`config.mk`:
```
export PLATFORM = sky130hd
export DESIGN_NAME = sprite_draw_engine
export DESIGN_NICKNAME = d
export VERILOG_FILES = /design/src/rtl/draw_pkg.sv /design/src/rtl/sprite_addr_gen.sv /design/src/rtl/sprite_draw_engine.sv
export SDC_FILE = /design/constraint.sdc
export NUM_CORES = 1
export LEC_CHECK = 0
export BUFFER_PORTS_ARGS = -buffer_cell sky130_fd_sc_hd__buf_2
export CAP_MARGIN = 20
export CELL_PAD_IN_SITES_DETAIL_PLACEMENT = 0
export CELL_PAD_IN_SITES_GLOBAL_PLACEMENT = 2
export CORE_MARGIN = 3
export CORE_UTILIZATION = 29
export CTS_BUF_LIST = sky130_fd_sc_hd__clkbuf_2 sky130_fd_sc_hd__clkbuf_4 sky130_fd_sc_hd__clkbuf_8
export CTS_CLUSTER_DIAMETER = 40
export DETAILED_ROUTE_END_ITERATION = 16
export PLACE_DENSITY_LB_ADDON = 0.1
export SYNTH_ARGS = -nofsm -noshare
export SYNTH_HDL_FRONTEND = slang
export SYNTH_HIERARCHICAL = 1
export SYNTH_SLANG_ARGS = --single-unit
```
`constraint.sdc`:
```
create_clock -name clk -period 1.9 [get_ports clk]
set_clock_uncertainty 0.05 [all_clocks]
set_input_delay 0.095 -clock clk [delete_from_list [all_inputs] [get_ports clk]]
set_output_delay 0.095 -clock clk [all_outputs]
set_load 0.005 [all_outputs]
```
`src/rtl/draw_pkg.sv`:
```
// Shared definitions for the sprite drawing blocks: FSM encoding, screen
// geometry, colour width, the transparent colour key and a clog2 helper.
package draw_pkg;

  // Draw FSM encoding
  localparam logic [1:0] ST_IDLE  = 2'd0;
  localparam logic [1:0] ST_FETCH = 2'd1;
  localparam logic [1:0] ST_DRAIN = 2'd2;
  localparam logic [1:0] ST_DONE  = 2'd3;

  // Screen geometry and colour format of the VGA adapter
  localparam int SCREEN_W = 160;
  localparam int SCREEN_H = 120;
  localparam int COLOUR_W = 3;

  // ROM colour key that is never plotted
  localparam logic [COLOUR_W-1:0] TRANSPARENT = 3'b000;

  // Number of bits needed to index 'value' entries (minimum 0)
  function automatic int clog2(input int value);
    int r;
    r = 0;
    while ((1 << r) < value) r++;
    return r;
  endfunction

endpackage

```
`src/rtl/sprite_addr_gen.sv`:
```
// Column/row walker for one sprite: keeps the cx/cy counters, composes the
// row-major ROM address and flags the last pixel.
// Optional macro SPRITE_MIRROR_EN adds a mirror input that reverses the
// column used for the ROM address (the counters themselves are unchanged).
module sprite_addr_gen
  import draw_pkg::*;
#(
  parameter int SPR_W = 16,
  parameter int SPR_H = 16,
  localparam int CXW = clog2(SPR_W),
  localparam int CYW = clog2(SPR_H),
  localparam int AW  = CXW + CYW
) (
  input  logic           clk,
  input  logic           resetn,
  input  logic           clear,
  input  logic           step,
`ifdef SPRITE_MIRROR_EN
  input  logic           mirror,
`endif
  output logic [AW-1:0]  addr,
  output logic [CXW-1:0] cx,
  output logic [CYW-1:0] cy,
  output logic           last
);

  localparam logic [CXW-1:0] CX_MAX = CXW'(SPR_W - 1);
  localparam logic [CYW-1:0] CY_MAX = CYW'(SPR_H - 1);

  logic [CXW-1:0] cx_q, cx_d;
  logic [CYW-1:0] cy_q, cy_d;
  logic [CXW-1:0] col;

  // Next counter values: clear wins, otherwise step along the row and wrap
  always_comb begin
    cx_d = cx_q;
    cy_d = cy_q;
    if (clear) begin
      cx_d = '0;
      cy_d = '0;
    end else if (step) begin
      if (cx_q == CX_MAX) begin
        cx_d = '0;
        cy_d = cy_q + 1'b1;
      end else begin
        cx_d = cx_q + 1'b1;
      end
    end
  end

  // Counter registers
  always_ff @(posedge clk) begin
    if (!resetn) begin
      cx_q <= '0;
      cy_q <= '0;
    end else begin
      cx_q <= cx_d;
      cy_q <= cy_d;
    end
  end

  // Column used for the ROM lookup; mirroring reads the row right-to-left
  always_comb begin
`ifdef SPRITE_MIRROR_EN
    col = mirror ? (CX_MAX - cx_q) : cx_q;
`else
    col = cx_q;
`endif
  end

  assign addr = {cy_q, col};
  assign cx   = cx_q;
  assign cy   = cy_q;
  assign last = (cx_q == CX_MAX) && (cy_q == CY_MAX);

endmodule

```
`src/rtl/sprite_draw_engine.sv`:
```
// Responder end of the view-FSM draw handshake: streams one SPR_W x SPR_H
// sprite from a ROM into the VGA adapter at a latched position, one pixel
// per cycle, then reports done.
// Optional macro SPRITE_MIRROR_EN adds a 'mirror' input (sampled with
// x_pos) that flips the sprite horizontally.
//
// Handshake: enable is a level request. It is accepted in IDLE; busy is high
// while the sprite streams; done is a level held until enable falls, and the
// block returns to IDLE in the cycle after enable is seen low. Dropping enable
// before done aborts the draw without ever raising done.
module sprite_draw_engine
  import draw_pkg::*;
#(
  parameter int SPR_W    = 16,
  parameter int SPR_H    = 16,
  parameter int COLOUR_W = draw_pkg::COLOUR_W,
  parameter int SCREEN_W = draw_pkg::SCREEN_W,
  parameter int SCREEN_H = draw_pkg::SCREEN_H,
  parameter logic [COLOUR_W-1:0] TRANSPARENT = draw_pkg::TRANSPARENT,
  localparam int AW  = clog2(SPR_W * SPR_H),
  localparam int CXW = clog2(SPR_W),
  localparam int CYW = clog2(SPR_H)
) (
  input  logic                clk,
  input  logic                resetn,
  input  logic                enable,
  input  logic [7:0]          x_pos,
  input  logic [6:0]          y_pos,
`ifdef SPRITE_MIRROR_EN
  input  logic                mirror,
`endif
  output logic [AW-1:0]       rom_addr,
  input  logic [COLOUR_W-1:0] rom_data,
  output logic [7:0]          vga_x,
  output logic [6:0]          vga_y,
  output logic [COLOUR_W-1:0] vga_colour,
  output logic                vga_plot,
  output logic                done,
  output logic                busy,
  output logic [1:0]          state_dbg
);

  logic [1:0]     state_q, state_d;
  logic [7:0]     x0_q;
  logic [6:0]     y0_q;
  logic           valid_q;
  logic [8:0]     px_q;
  logic [7:0]     py_q;
  logic           fetching;
  logic           gen_clear;
  logic [AW-1:0]  gen_addr;
  logic [CXW-1:0] cx;
  logic [CYW-1:0] cy;
  logic           last;
`ifdef SPRITE_MIRROR_EN
  logic           mirror_q;
`endif

  // A ROM read is issued only in FETCH while the request is still held
  assign fetching  = (state_q == ST_FETCH) && enable;
  assign gen_clear = (state_q != ST_FETCH);

  sprite_addr_gen #(
    .SPR_W (SPR_W),
    .SPR_H (SPR_H)
  ) u_addr_gen (
    .clk    (clk),
    .resetn (resetn),
    .clear  (gen_clear),
    .step   (fetching),
`ifdef SPRITE_MIRROR_EN
    .mirror (mirror_q),
`endif
    .addr   (gen_addr),
    .cx     (cx),
    .cy     (cy),
    .last   (last)
  );

  // Next-state logic; losing enable anywhere before DONE aborts to IDLE
  always_comb begin
    state_d = state_q;
    case (state_q)
      ST_IDLE:  if (enable) state_d = ST_FETCH;
      ST_FETCH: begin
        if (!enable)   state_d = ST_IDLE;
        else if (last) state_d = ST_DRAIN;
      end
      ST_DRAIN: state_d = enable ? ST_DONE : ST_IDLE;
      ST_DONE:  if (!enable) state_d = ST_IDLE;
      default:  state_d = ST_IDLE;
    endcase
  end

  // State register and request latch (position sampled on accept only)
  always_ff @(posedge clk) begin
    if (!resetn) begin
      state_q  <= ST_IDLE;
      x0_q     <= '0;
      y0_q     <= '0;
`ifdef SPRITE_MIRROR_EN
      mirror_q <= 1'b0;
`endif
    end else begin
      state_q <= state_d;
      if ((state_q == ST_IDLE) && enable) begin
        x0_q     <= x_pos;
        y0_q     <= y_pos;
`ifdef SPRITE_MIRROR_EN
        mirror_q <= mirror;
`endif
      end
    end
  end

  // One-stage pipeline aligning screen coordinates with the ROM read latency;
  // widened sums keep off-screen pixels from wrapping back on screen
  always_ff @(posedge clk) begin
    if (!resetn) begin
      valid_q <= 1'b0;
      px_q    <= '0;
      py_q    <= '0;
    end else begin
      valid_q <= fetching;
      px_q    <= 9'(x0_q) + 9'(cx);
      py_q    <= 8'(y0_q) + 8'(cy);
    end
  end

  assign rom_addr   = (state_q == ST_FETCH) ? gen_addr : '0;
  assign vga_x      = px_q[7:0];
  assign vga_y      = py_q[6:0];
  assign vga_colour = valid_q ? rom_data : '0;
  assign vga_plot   = valid_q && (rom_data != TRANSPARENT) &&
                      (px_q < 9'(SCREEN_W)) && (py_q < 8'(SCREEN_H));
  assign done       = (state_q == ST_DONE);
  assign busy       = (state_q == ST_FETCH) || (state_q == ST_DRAIN);
  assign state_dbg  = state_q;

endmodule

```
Word-level counts from Yosys, hierarchy flattened
Cells that the tools add are included.

storage, ports and cells
  output and inout port bits = 31
  logic and storage cells = 45
  flip-flop bits (word level) = 43
  input port bits = 21

cells by class
  eq/ne operators = 9
  bitwise logic cells = 1
  magnitude comparators = 2
  muxes and demuxes = 9
  reductions and logical operators = 12
  add/sub/neg operators = 4

operator list
  kind                   count
  $mux W2                5
  $add A8 B4 Y9          1
  $lt A9 B8 Y1 const B   1
  $add A4 B1 Y4 const B  2
  $add A7 B4 Y8          1
  $eq A4 B4 Y1 const B   2
  $lt A8 B7 Y1 const B   1
  $mux W8                1
  $pmux W2 S4            1
  $logic_and A1 B1 Y1    6
  $eq A2 B2 Y1 const B   2
  $mux W4                1
  $ne A2 B2 Y1 const B   2
  $mux W3                1
  $ne A3 B3 Y1 const B   1
  $reduce_and A3 Y1      1
  $reduce_bool A3 Y1     1
  $eq A2 B1 Y1 const B   1
  $logic_not A2 Y1       1
  $ne A2 B1 Y1 const B   1
  $reduce_and A2 Y1      1
  $reduce_or A2 Y1       1
  $logic_or A1 B1 Y1     1
  $not A1 Y1             1

Depth between registers and ports, before layout
Gate-level depths: netlist of the first run.

  depth after elaboration = 5
  mapped depth = 7
  mapped depth without buffers = 6

Cells and area by module
The synthesis of the first run kept the hierarchy.

modules (own cells, without submodules)
  module              sequential area each (µm²)  area an instance (µm²)  cells each  times used
  sprite_draw_engine  700.7                       1874.3                  223         1
  sprite_addr_gen     160.2                       432.9                   50          1

Least setup slack after synthesis of the first run
Ideal clock, no wire load.

  kind = register -> register
  start point = register state_q[1] (netlist: state_dbg[1])
  end point = register u_addr_gen.cy_q[3] (netlist: u_addr_gen/cy[3])
  period minus slack after synthesis = 1.849 ns
  arrival = 1.729 ns
  data required time = 1.780 ns
  path buffers = 1
  cell stages (with the launch flop) = 8
  slack = 0.051 ns
  setup time = 0.070 ns
  path through = dfxtp_1 > inv_1 > ha_1 > clkbuf_1 > and2_1 > nand4_4 > or3_1 > a21oi_1

between the ends
  word-level cells in the longest chain between the ends = 3
  elaborated cells between the ends (all ways) = 5
  classes of those cells = eq/ne (2); reduce/logical (3)

ends and longest elaborated chain
  item                         RTL line                   source
  start: declaration           sprite_draw_engine.sv:43   logic [1:0] state_q, state_d;
  start signal: assignment     sprite_draw_engine.sv:105  state_q <= state_d;
  $eq A2 B1 Y1                 sprite_draw_engine.sv:60   assign fetching = (state_q == ST_FETCH) && enable;
  $logic_and A1 B1 Y1          sprite_draw_engine.sv:60
  named net fetching           sprite_draw_engine.sv:49   logic fetching;
  $reduce_and A2 Y1 (no line)  n/a
  end signal: assignment       sprite_addr_gen.sv:58      cy_q <= cy_d;
  end: declaration             sprite_addr_gen.sv:31      logic [CYW-1:0] cy_q, cy_d;

The timed path passes the listed nets, and every way through them passes these cells.
A chain may end at the register's enable or synchronous reset.

Worst setup path in the final report of the first run
  start point = register u_addr_gen.cy_q[0] (netlist: u_addr_gen/cy[0])
  end point = register py_q[4]

between the ends
  word-level cells in the longest chain between the ends = 1

ends and longest elaborated chain
  item                    RTL line                   source
  $add A7 B4 Y8           sprite_draw_engine.sv:126  py_q <= 8'(y0_q) + 8'(cy);
  end signal: assignment  sprite_draw_engine.sv:126
  end: declaration        sprite_draw_engine.sv:48   logic [7:0] py_q;

Every way passes these cells.

==> flow_summary_export.csv, run 1 <==
group,metric,value,unit
place,port_buffers,51,
finish,areaGrowthSynthToFinish,20.6,%
floorplan,io_pins,52,
floorplan,start_util,30.8,%
clocking,tritoncts,"done",
worst_setup_path,path_cells,"ha_1, fa_1, a21o_1, a21oi_1, mux2i_1",
place,placed_cell_area,2530,sq um
logic_synthesis,synth_top_area_cell,"dfxtp_1",
logic_synthesis,synth_simple_gate_area_share,22.1,%
clocking,max-clock-path-buffers,2,
logic_synthesis,synth_edf_count,0,
power,total_power,2.11,mW
grt,grt_pass1_vias,1876,
worst_setup_path,cp.arrival,1.94,ns
floorplan,dieWidth,95.2,um
place,globalplace.congestion,0.789,
floorplan,die-area,9060,sq um
logic_synthesis,yosysMostFrequentCell,"nand2_1",
finish,antennaDiodeCount,0,
logic_synthesis,synth_fa_ha_area_share,9.87,%
floorplan,core-area,7490,sq um
logic_synthesis,synthTopCellsByCount,"nand2_1, dfxtp_1, a21oi_1",
detailed_routing,wl,5.66,mm
clocking,cts_setup_buffers,0,
worst_setup_path,rrSetupSlack,0.14,ns
finish,final-instance-count-excl-fill,421,
logic_synthesis,ys_seq_elements,43,
sta,period_share,92.7,%
sta,report.final.slew_viol_count,0,
logic_synthesis,synth_top_area_share,37.3,%
finish,layout-drive-gt1-share,22.0,%
power,p_leak,1.28,nW
detailed_routing,vias_per_cell,4.49,
logic_synthesis,ys_types,38,
logic_synthesis,synth-seq-area-share,37.3,%
worst_setup_path,slowest_stage,"fa_1",
floorplan,fp-row-count,31,
worst_setup_path,slowest_delay,0.43,ns
floorplan,die_h,95.2,um
sta,hold_viol,0,
detailed_routing,drt_iter0_markers,53,
logic_synthesis,synth_compound_area_share,13.2,%
power,max-vdd-ir-drop,439,uV
logic_synthesis,muxShareOfSynthArea,4.34,%
clocking,cts_sinks,43,
logic_synthesis,yosys_warnings,6,
logic_synthesis,synth_top_family_by_area,"simple AND/OR/NAND/NOR gates",
sta,finalSetupViolations,0,
sta,fin_crit,1.76,ns
worst_setup_path,path_max_fanout,5,
grt,grt_pass1_wl,9.29,mm
sta,timing.final.ws_setup,0.139,ns
grt,antenna_found_initial,0,
clocking,clkTransAtPathRegs,0.09,ns
sta,rsz0062_at_grt,"no",
hold_path,hold_path.class,"in -> reg",
logic_synthesis,synthXorXnorAreaFrac,1.90,%
worst_setup_path,crit_required,2.08,ns
run_status,status,"finished, final reports clean",
sta,max_freq,0.568,GHz
job,drv_cap,0,
clocking,htreeDepth,2,
detailed_routing,drc,0,
clocking,root_buffer,"clkbuf_8",
place,place_inst,399,
finish,finalInstanceArea,2780,sq um
detailed_routing,vias,1889,
place,detailed_place_hpwl,4.16,mm
logic_synthesis,ys_dominant_reg_cell,"dfxtp_1",
sta,worst-slew-pin-transition,0.556,ns
worst_setup_path,cp-start-kind,"flop",
logic_synthesis,netlist_instances,273,
worst_setup_path,worstSetupPathType,"reg -> reg",
worst_setup_path,reg2reg_from,"u_addr_gen/cy[0]$_SDFFE_PP0P_",
detailed_routing,wl_per_cell,13.4,um
logic_synthesis,synthTopCellsByArea,"dfxtp_1, buf_4, ha_1, nand2_1, a21oi_1",
finish,layout.nets,359,
detailed_routing,postRouteAntennaNets,0,
grt,grt_overflow,0,
clocking,numCtsBuffers,5,
hold_path,min-delay-start,"x_pos[3]",
worst_setup_path,setup.worst_path.start,"u_addr_gen/cy[0]$_SDFFE_PP0P_",
grt,grt_max_degree,28,
logic_synthesis,synth_nets,311,
worst_setup_path,end_kind,"flop",
place,dp_slack,0.185,ns
sta,setup-tns-final,0,ns
grt,track_usage,13.3,%
detailed_routing,firstDrtPassIters,4,
logic_synthesis,synth_area,2310,sq um
sta,slew_headroom,62.9,%
logic_synthesis,synth-async-reset-ratio,0,%
finish,nFillCells,798,
clocking,worstSkewPairLatency,0.30,ns
power,cellPowerDensity,759,nW/um^2
logic_synthesis,syn_avg_cell_area,8.45,sq um
[sequential cells by signal (all words and copies together) (netlist names)]
register / flops
px_q: 9
u_addr_gen/cx: 4
y0_q: 7
u_addr_gen/cy: 4
state_dbg: 2
py_q: 8
x0_q: 8
valid_q: 1
[kinds of logic (layout without fill, tap and decap cells)]
| family | after synthesis | after routing |
|---|---|---|
| flops | 43 | 43 |
| simple gates | 103 | 103 |
| fa+ha+maj | 17 | 17 |
| mux | 10 | 10 |
| xor+xnor | 5 | 5 |
| compound gates | 52 | 52 |
| buf+inv | 43 | 92 |
[final cells by class]
type,count,area [sq um],area share (%)
flip-flops and latches,43,861,30.9
multi-input cells,187,1190,42.7
inverters,11,41.3,1.48
clock inverters,3,43.8,1.57
clock buffers,5,68.8,2.47
well taps,99,124,4.45
repair buffers,73,455,16.4
[report_power, final]
group          internal (mW)  total, mW  switching, mW
combinational          0.172      0.385          0.214
clock                  0.392      0.724          0.332
sequential             0.959       1.00         0.0421
[placed cells by master (no fill, tap or decap), drive strengths merged, types with 6 or more instances in the layout]
cell,Yosys,routed
buf,29,59
nand2,47,47
dfxtp,43,43
a21oi,29,29
and2,17,17
ha,15,15
dlygate4sd3,0,14
nor2,12,12
inv,11,11
mux2i,10,10
o21ai,8,8
nand2b,6,6
[routing by layer]
layer | global-route usage (%) | vias up | wire length (um)
li1 | - | 993 | -
met1 | 17.3 | 858 | 2820
met2 | 22.2 | 33 | 2530
met3 | 2.68 | 5 | 250
met4 | 3.97 | 0 | 62
met5 | 0 | - | 0
[worst max-delay path, delay by kind of cell, from the launching register on]
family	cells	cell delay, ns
adders and majority gates	2	0.66
DFF	1	0.36
AOI/OAI and AO/OA	2	0.41
muxes	1	0.22
[stage by stage]
step / hold slack (ns) / utilization (%)
after CTS: 0.00440 / 37.2
after floorplan: 0.181 / -
after global routing: 0.0148 / 37.2
after global placement: 0.293 / 33.8
after detailed placement: 0.293 / 33.8
final: 0.00978 / 37.2
[what timing repair did]
item                                   in CTS  in global routing
hold buffers                               14                  0
endpoints found under the hold margin      14                  0
resized for setup                           0                  0
[final timing paths]
path	to	cells after the start
worst max-delay path	py_q[4]$_SDFF_PN0_	5
worst min-delay path	x0_q[3]$_SDFFE_PN0P_	3
worst max register to register	py_q[4]$_SDFF_PN0_	5
worst min register to register	y0_q[0]$_SDFFE_PN0P_	2
Note: power is estimated with default switching activity, not from simulation.
==> run 2, diff against run 1 <==
--- a/config.mk
+++ b/config.mk
@@ -14,7 +14,7 @@
 export CTS_BUF_LIST = sky130_fd_sc_hd__clkbuf_2 sky130_fd_sc_hd__clkbuf_4 sky130_fd_sc_hd__clkbuf_8
 export CTS_CLUSTER_DIAMETER = 40
 export DETAILED_ROUTE_END_ITERATION = 16
-export PLACE_DENSITY_LB_ADDON = 0.1
+export PLACE_DENSITY = 0.86
 export SYNTH_ARGS = -nofsm -noshare
 export SYNTH_HDL_FRONTEND = slang
 export SYNTH_HIERARCHICAL = 1
==> constraint.sdc (replaced) <==
create_clock -name clk -period 1.9 [get_ports clk]
set_clock_uncertainty 0.05 [all_clocks]
set_input_delay 0 -clock clk [delete_from_list [all_inputs] [get_ports clk]]
set_output_delay 0 -clock clk [all_outputs]
set_load 0.005 [all_outputs]
==> run 2 against run 1 <==
First-iteration DRC count is 11% higher; largest cell class unchanged; via count is 0.42% higher; cell count is 0.24% lower; setup slack better by 0.041 ns.
==> flow_summary_export.csv, run 2 (same netlist as run 1, synthesis figures left out) <==
group,metric,value,unit
job,drv_cap,0,
power,cellPowerDensity,760,nW/um^2
floorplan,start_util,30.8,%
hold_path,min_path_cells,3,
floorplan,core-area,7490,sq um
finish,layout-drive-gt1-share,21.5,%
detailed_routing,postRouteAntennaNets,0,
sta,report.final.slew_viol_count,0,
detailed_routing,wl_per_cell,12.4,um
finish,top_regs,"px_q (9), py_q (8), x0_q (8)",
detailed_routing,wl,5.21,mm
sta,hold_ws,0.145,ns
finish,finalInstanceArea,2790,sq um
floorplan,dieWidth,95.2,um
finish,areaGrowthSynthToFinish,20.8,%
worst_setup_path,cp.arrival,1.90,ns
worst_setup_path,reg2reg_from,"u_addr_gen/cx[0]$_SDFFE_PP0P_",
grt,grt_pass1_wl,8.34,mm
sta,setup-tns-final,0,ns
clocking,clkTransAtPathRegs,0.09,ns
place,port_buffers,51,
worst_setup_path,rrSetupSlack,0.18,ns
sta,worst-slew-pin-transition,0.511,ns
place,placed_cell_area,2510,sq um
worst_setup_path,r2r.worst_path.cells,5,
finish,final_cell_mix,"buf_2, nand2_1, dfxtp_1, a21oi_1, and2_1",
clocking,numCtsBuffers,5,
worst_setup_path,worstSetupPathType,"reg -> reg",
worst_setup_path,crit_required,2.08,ns
floorplan,io_pins,52,
grt,gr-usage-met2,19.1,%
grt,grt_pass1_vias,1800,
finish,multiInputGateArea,1190,sq um
sta,slew_headroom,65.9,%
power,max-vdd-ir-drop,418,uV
grt,grt_max_degree,28,
clocking,cts_sinks,43,
sta,fin_crit,1.72,ns
detailed_routing,vias_per_cell,4.52,
worst_setup_path,cp-start-kind,"flop",
grt,met3_usage,2.68,%
finish,max_flop_register,"px_q",
clocking,tritoncts,"done",
hold_path,hold_path.class,"in -> reg",
sta,period_share,90.5,%
floorplan,die_h,95.2,um
sta,hold_viol,0,
place,detailed_place_hpwl,3.83,mm
clocking,htreeDepth,2,
floorplan,fp-row-count,31,
power,p_leak,1.27,nW
sta,rsz0062_at_grt,"no",
place,globalplace.congestion,0.838,
sta,max_freq,0.581,GHz
detailed_routing,firstDrtPassIters,4,
clocking,root_buffer,"clkbuf_8",
worst_setup_path,rr_endpoint,"px_q[4]$_SDFF_PN0_",
grt,antenna_found_initial,0,
worst_setup_path,path_max_fanout,6,
detailed_routing,drt_iter0_markers,59,
hold_path,holdPathEnd,"state_dbg[0]$_SDFFE_PN0P_",
grt,track_usage,12.0,%
clocking,max-clock-path-buffers,2,
hold_path,min-delay-start,"resetn",
clocking,worstSkewPairLatency,0.30,ns
detailed_routing,drc,0,
detailed_routing,vias,1897,
finish,nFillCells,779,
clocking,cts_setup_buffers,0,
grt,grt-busiest-layer,"met2",
floorplan,die-area,9060,sq um
finish,largest_reg_flops,9,
finish,final-seq-area,861,sq um
finish,antennaDiodeCount,0,
sta,finalSetupViolations,0,
grt,grt_overflow,0,
finish,final_common_cell,"buf_2",
worst_setup_path,end_kind,"flop",
finish,layout.nets,358,
grt,use_met1,15.8,%
run_status,status,"finished, final reports clean",
run 2: final cells by class:
class                   count  area share (%)
clock buffers               6            2.96
clock inverters             2            1.26
inverters                  11            1.48
multi-input cells         187            42.7
flip-flops and latches     43            30.9
well taps                  99            4.44
repair buffers             72            16.2
run 2: worst max path at each step:
| stage | start | endpoint | slack, ns | cells past startpoint |
|---|---|---|---|---|
| after detailed placement | u_addr_gen/cx[0]$_SDFFE_PP0P_ | px_q[4]$_SDFF_PN0_ | 0.14 | 5 |
| after global placement | u_addr_gen/cx[0]$_SDFFE_PP0P_ | px_q[4]$_SDFF_PN0_ | 0.18 | 5 |
| after global routing | u_addr_gen/cx[0]$_SDFFE_PP0P_ | px_q[6]$_SDFF_PN0_ | 0.04 | 5 |
| after floorplan | state_dbg[1]$_SDFFE_PN0P_ | u_addr_gen/cy[3]$_SDFFE_PP0P_ | 0.05 | 7 |
| final | u_addr_gen/cx[0]$_SDFFE_PP0P_ | px_q[4]$_SDFF_PN0_ | 0.18 | 5 |
| after CTS | u_addr_gen/cx[0]$_SDFFE_PP0P_ | px_q[4]$_SDFF_PN0_ | 0.13 | 5 |
run 2: metal layers:
| metal | vias up | part of all wire (%) |
|---|---|---|
| li1 | 983 | - |
| met1 | 864 | 51 |
| met2 | 46 | 43 |
| met3 | 4 | 5.2 |
| met4 | 0 | 1.1 |
| met5 | - | 0 |
run 2: timing repair:
action | CTS | global route
hold buffers | 16 | 0
setup endpoints to repair | 0 | 1
gates resized for setup | 0 | 1
endpoints found under the hold margin | 16 | 0
run 2: per-stage QoR:
stage	power, mW	instances	setup slack [ns]	utilization, %
after floorplan	1.27	273	0.0513	-
after global placement	1.37	396	0.179	33.5
after detailed placement	1.38	396	0.143	33.5
after CTS	2.16	420	0.127	37.2
after global routing	2.24	420	0.0416	37.2
final	2.12	420	0.180	37.2
run 2: where the power goes:
part	switching [mW]	leakage [nW]	internal, mW
Combinational	0.204	0.859	0.169
Sequential	0.0442	0.350	0.959
Clock	0.316	0.0612	0.426
run 2: critical path: stages (launching register included):
cell and delay, ns:
dfxtp_1 0.36, ha_1 0.26, fa_1 0.44, a21o_1 0.19
a21oi_2 0.17, mux2i_1 0.19
==> run 3, diff against run 2 <==
==> constraint.sdc (replaced) <==
create_clock -name clk -period 1.9 [get_ports clk]
set_clock_uncertainty 0.05 [all_clocks]
set_input_delay 0.095 -clock clk [delete_from_list [all_inputs] [get_ports clk]]
set_output_delay 0.095 -clock clk [all_outputs]
set_load 0.005 [all_outputs]
==> run 3 against run 2 <==
Critical path depth stayed put; count of clock-buffer cells in the layout stayed put; maximum frequency hardly changed; cell count is 0.71% lower; core utilization is 0.40 points lower; non-clock buffer count is 3 lower; worst hold slack worse by 0.14 ns; via count is 0.37% lower; sequential power hardly changed; setup slack better by 0.00076 ns; clock power hardly changed; routed wire length is 0.81% lower; critical endpoint unchanged.
==> flow_summary_export.csv, run 3 (same netlist as run 1, synthesis figures left out) <==
group,metric,value,unit
power,max-vdd-ir-drop,419,uV
sta,max_freq,0.582,GHz
finish,max_flop_register,"px_q",
sta,setup-tns-final,0,ns
grt,grt_pass1_vias,1790,
worst_setup_path,rrSetupSlack,0.18,ns
place,placed_cell_area,2510,sq um
worst_setup_path,cp-start-kind,"flop",
worst_setup_path,worstSetupPathType,"reg -> reg",
grt,grt_max_degree,28,
sta,slew_headroom,65.6,%
worst_setup_path,slowest_delay,0.44,ns
run_status,status,"finished, final reports clean",
finish,final-seq-area,861,sq um
place,globalplace.congestion,0.838,
clocking,max-clock-path-buffers,2,
worst_setup_path,end_kind,"flop",
detailed_routing,vias_per_cell,4.53,
finish,multiInputGateArea,1190,sq um
place,port_buffers,51,
detailed_routing,wl_per_cell,12.4,um
floorplan,fp-row-count,31,
detailed_routing,vias,1890,
sta,fin_crit,1.72,ns
finish,largest_reg_flops,9,
detailed_routing,wl,5.17,mm
sta,rsz0062_at_grt,"no",
detailed_routing,wl_met3,260,um
finish,nFillCells,779,
clocking,tritoncts,"done",
grt,track_usage,11.9,%
floorplan,die_h,95.2,um
finish,final_core_util,36.8,%
sta,worst-slew-pin-transition,0.516,ns
floorplan,core-area,7490,sq um
finish,finalInstanceArea,2760,sq um
sta,finalSetupViolations,0,
finish,final_cell_mix,"buf_2, nand2_1, dfxtp_1, a21oi_1, and2_1",
detailed_routing,firstDrtPassIters,4,
clocking,cts_sinks,43,
floorplan,dieWidth,95.2,um
finish,layout.nets,355,
worst_setup_path,path_cells,"ha_1, fa_1, a21o_1, a21oi_2, mux2i_1",
clocking,numCtsBuffers,5,
power,total_power,2.11,mW
worst_setup_path,path_max_fanout,6,
detailed_routing,drc,0,
place,detailed_place_hpwl,3.83,mm
grt,grt_pass1_wl,8.28,mm
floorplan,start_util,30.8,%
grt,antenna_found_initial,0,
clocking,worstSkewPairLatency,0.30,ns
detailed_routing,highest_layer,"met4",
finish,final-instance-count-excl-fill,417,
worst_setup_path,cp.arrival,1.90,ns
hold_path,hold_path.class,"in -> reg",
finish,layout-drive-gt1-share,21.7,%
clocking,htreeDepth,2,
finish,final_common_cell,"buf_2",
grt,grt_overflow,0,
job,drv_cap,0,
worst_setup_path,crit_required,2.08,ns
sta,hold_viol,0,
finish,antennaDiodeCount,0,
place,place_inst,396,
worst_setup_path,slowest_stage,"fa_1",
detailed_routing,drt_iter0_markers,47,
power,p_leak,1.26,nW
finish,top_regs,"px_q (9), py_q (8), x0_q (8)",
clocking,clkTransAtPathRegs,0.09,ns
sta,period_share,90.5,%
floorplan,die-area,9060,sq um
detailed_routing,wl_met2,2.23,mm
detailed_routing,wl_met1,2.62,mm
finish,areaGrowthSynthToFinish,19.5,%
sta,report.final.slew_viol_count,0,
detailed_routing,postRouteAntennaNets,0,
clocking,cts_setup_buffers,0,
power,cellPowerDensity,766,nW/um^2
floorplan,io_pins,52,
clocking,root_buffer,"clkbuf_8",
[run 3: cell types whose count changed in the layout (fill, tap and decap cells not counted)]
cell / previous run / this run
dlygate4sd3_1: 16 / 13
[run 3: power breakdown]
part           internal (mW)  switching [mW]
clock                  0.426           0.316
sequential             0.959          0.0442
combinational          0.165           0.204
[run 3: routing by layer]
| metal | track usage [%] | up-vias |
|---|---|---|
| met5 | 0 | - |
| li1 | - | 977 |
| met1 | 15.5 | 867 |
| met4 | 4.33 | 0 |
| met3 | 2.68 | 4 |
| met2 | 19.1 | 42 |
[run 3: per-stage QoR]
stage	hold slack, ns	setup WS, ns
final	0.00803	0.181
after global routing	0.00761	0.0416
after detailed placement	0.297	0.143
after global placement	0.290	0.179
after CTS	0.00231	0.127
after floorplan	0.181	0.0513
[run 3: cell type report]
cell class	count	share of cell area (%)
multi-input cells	187	43.2
inverters	11	1.50
clock buffers	6	2.99
repair buffers	69	15.3
clock inverters	2	1.27
flip-flops and latches	43	31.2
well taps	99	4.49
[run 3: critical path, delay by kind of cell (launching register included)]
family,cells,cell delay (ns)
fa+ha+maj,2,0.70
flops,1,0.36
compound gates,2,0.36
mux,1,0.19
[run 3: path summary, 6_finish.rpt]
path | depth (start not counted) | to | start
worst min register to register | 2 | y0_q[2]$_SDFFE_PN0P_ | y0_q[2]$_SDFFE_PN0P_
worst min-delay path | 3 | y0_q[2]$_SDFFE_PN0P_ | y_pos[2]
worst max-delay path | 5 | px_q[4]$_SDFF_PN0_ | u_addr_gen/cx[0]$_SDFFE_PP0P_
worst max register to register | 5 | px_q[4]$_SDFF_PN0_ | u_addr_gen/cx[0]$_SDFFE_PP0P_
[run 3: what timing repair did]
action / in CTS / in global routing
hold buffers: 13 / 0
resized for setup: 0 / 1
setup endpoints to repair: 0 / 1
endpoints found under the hold margin: 13 / 0
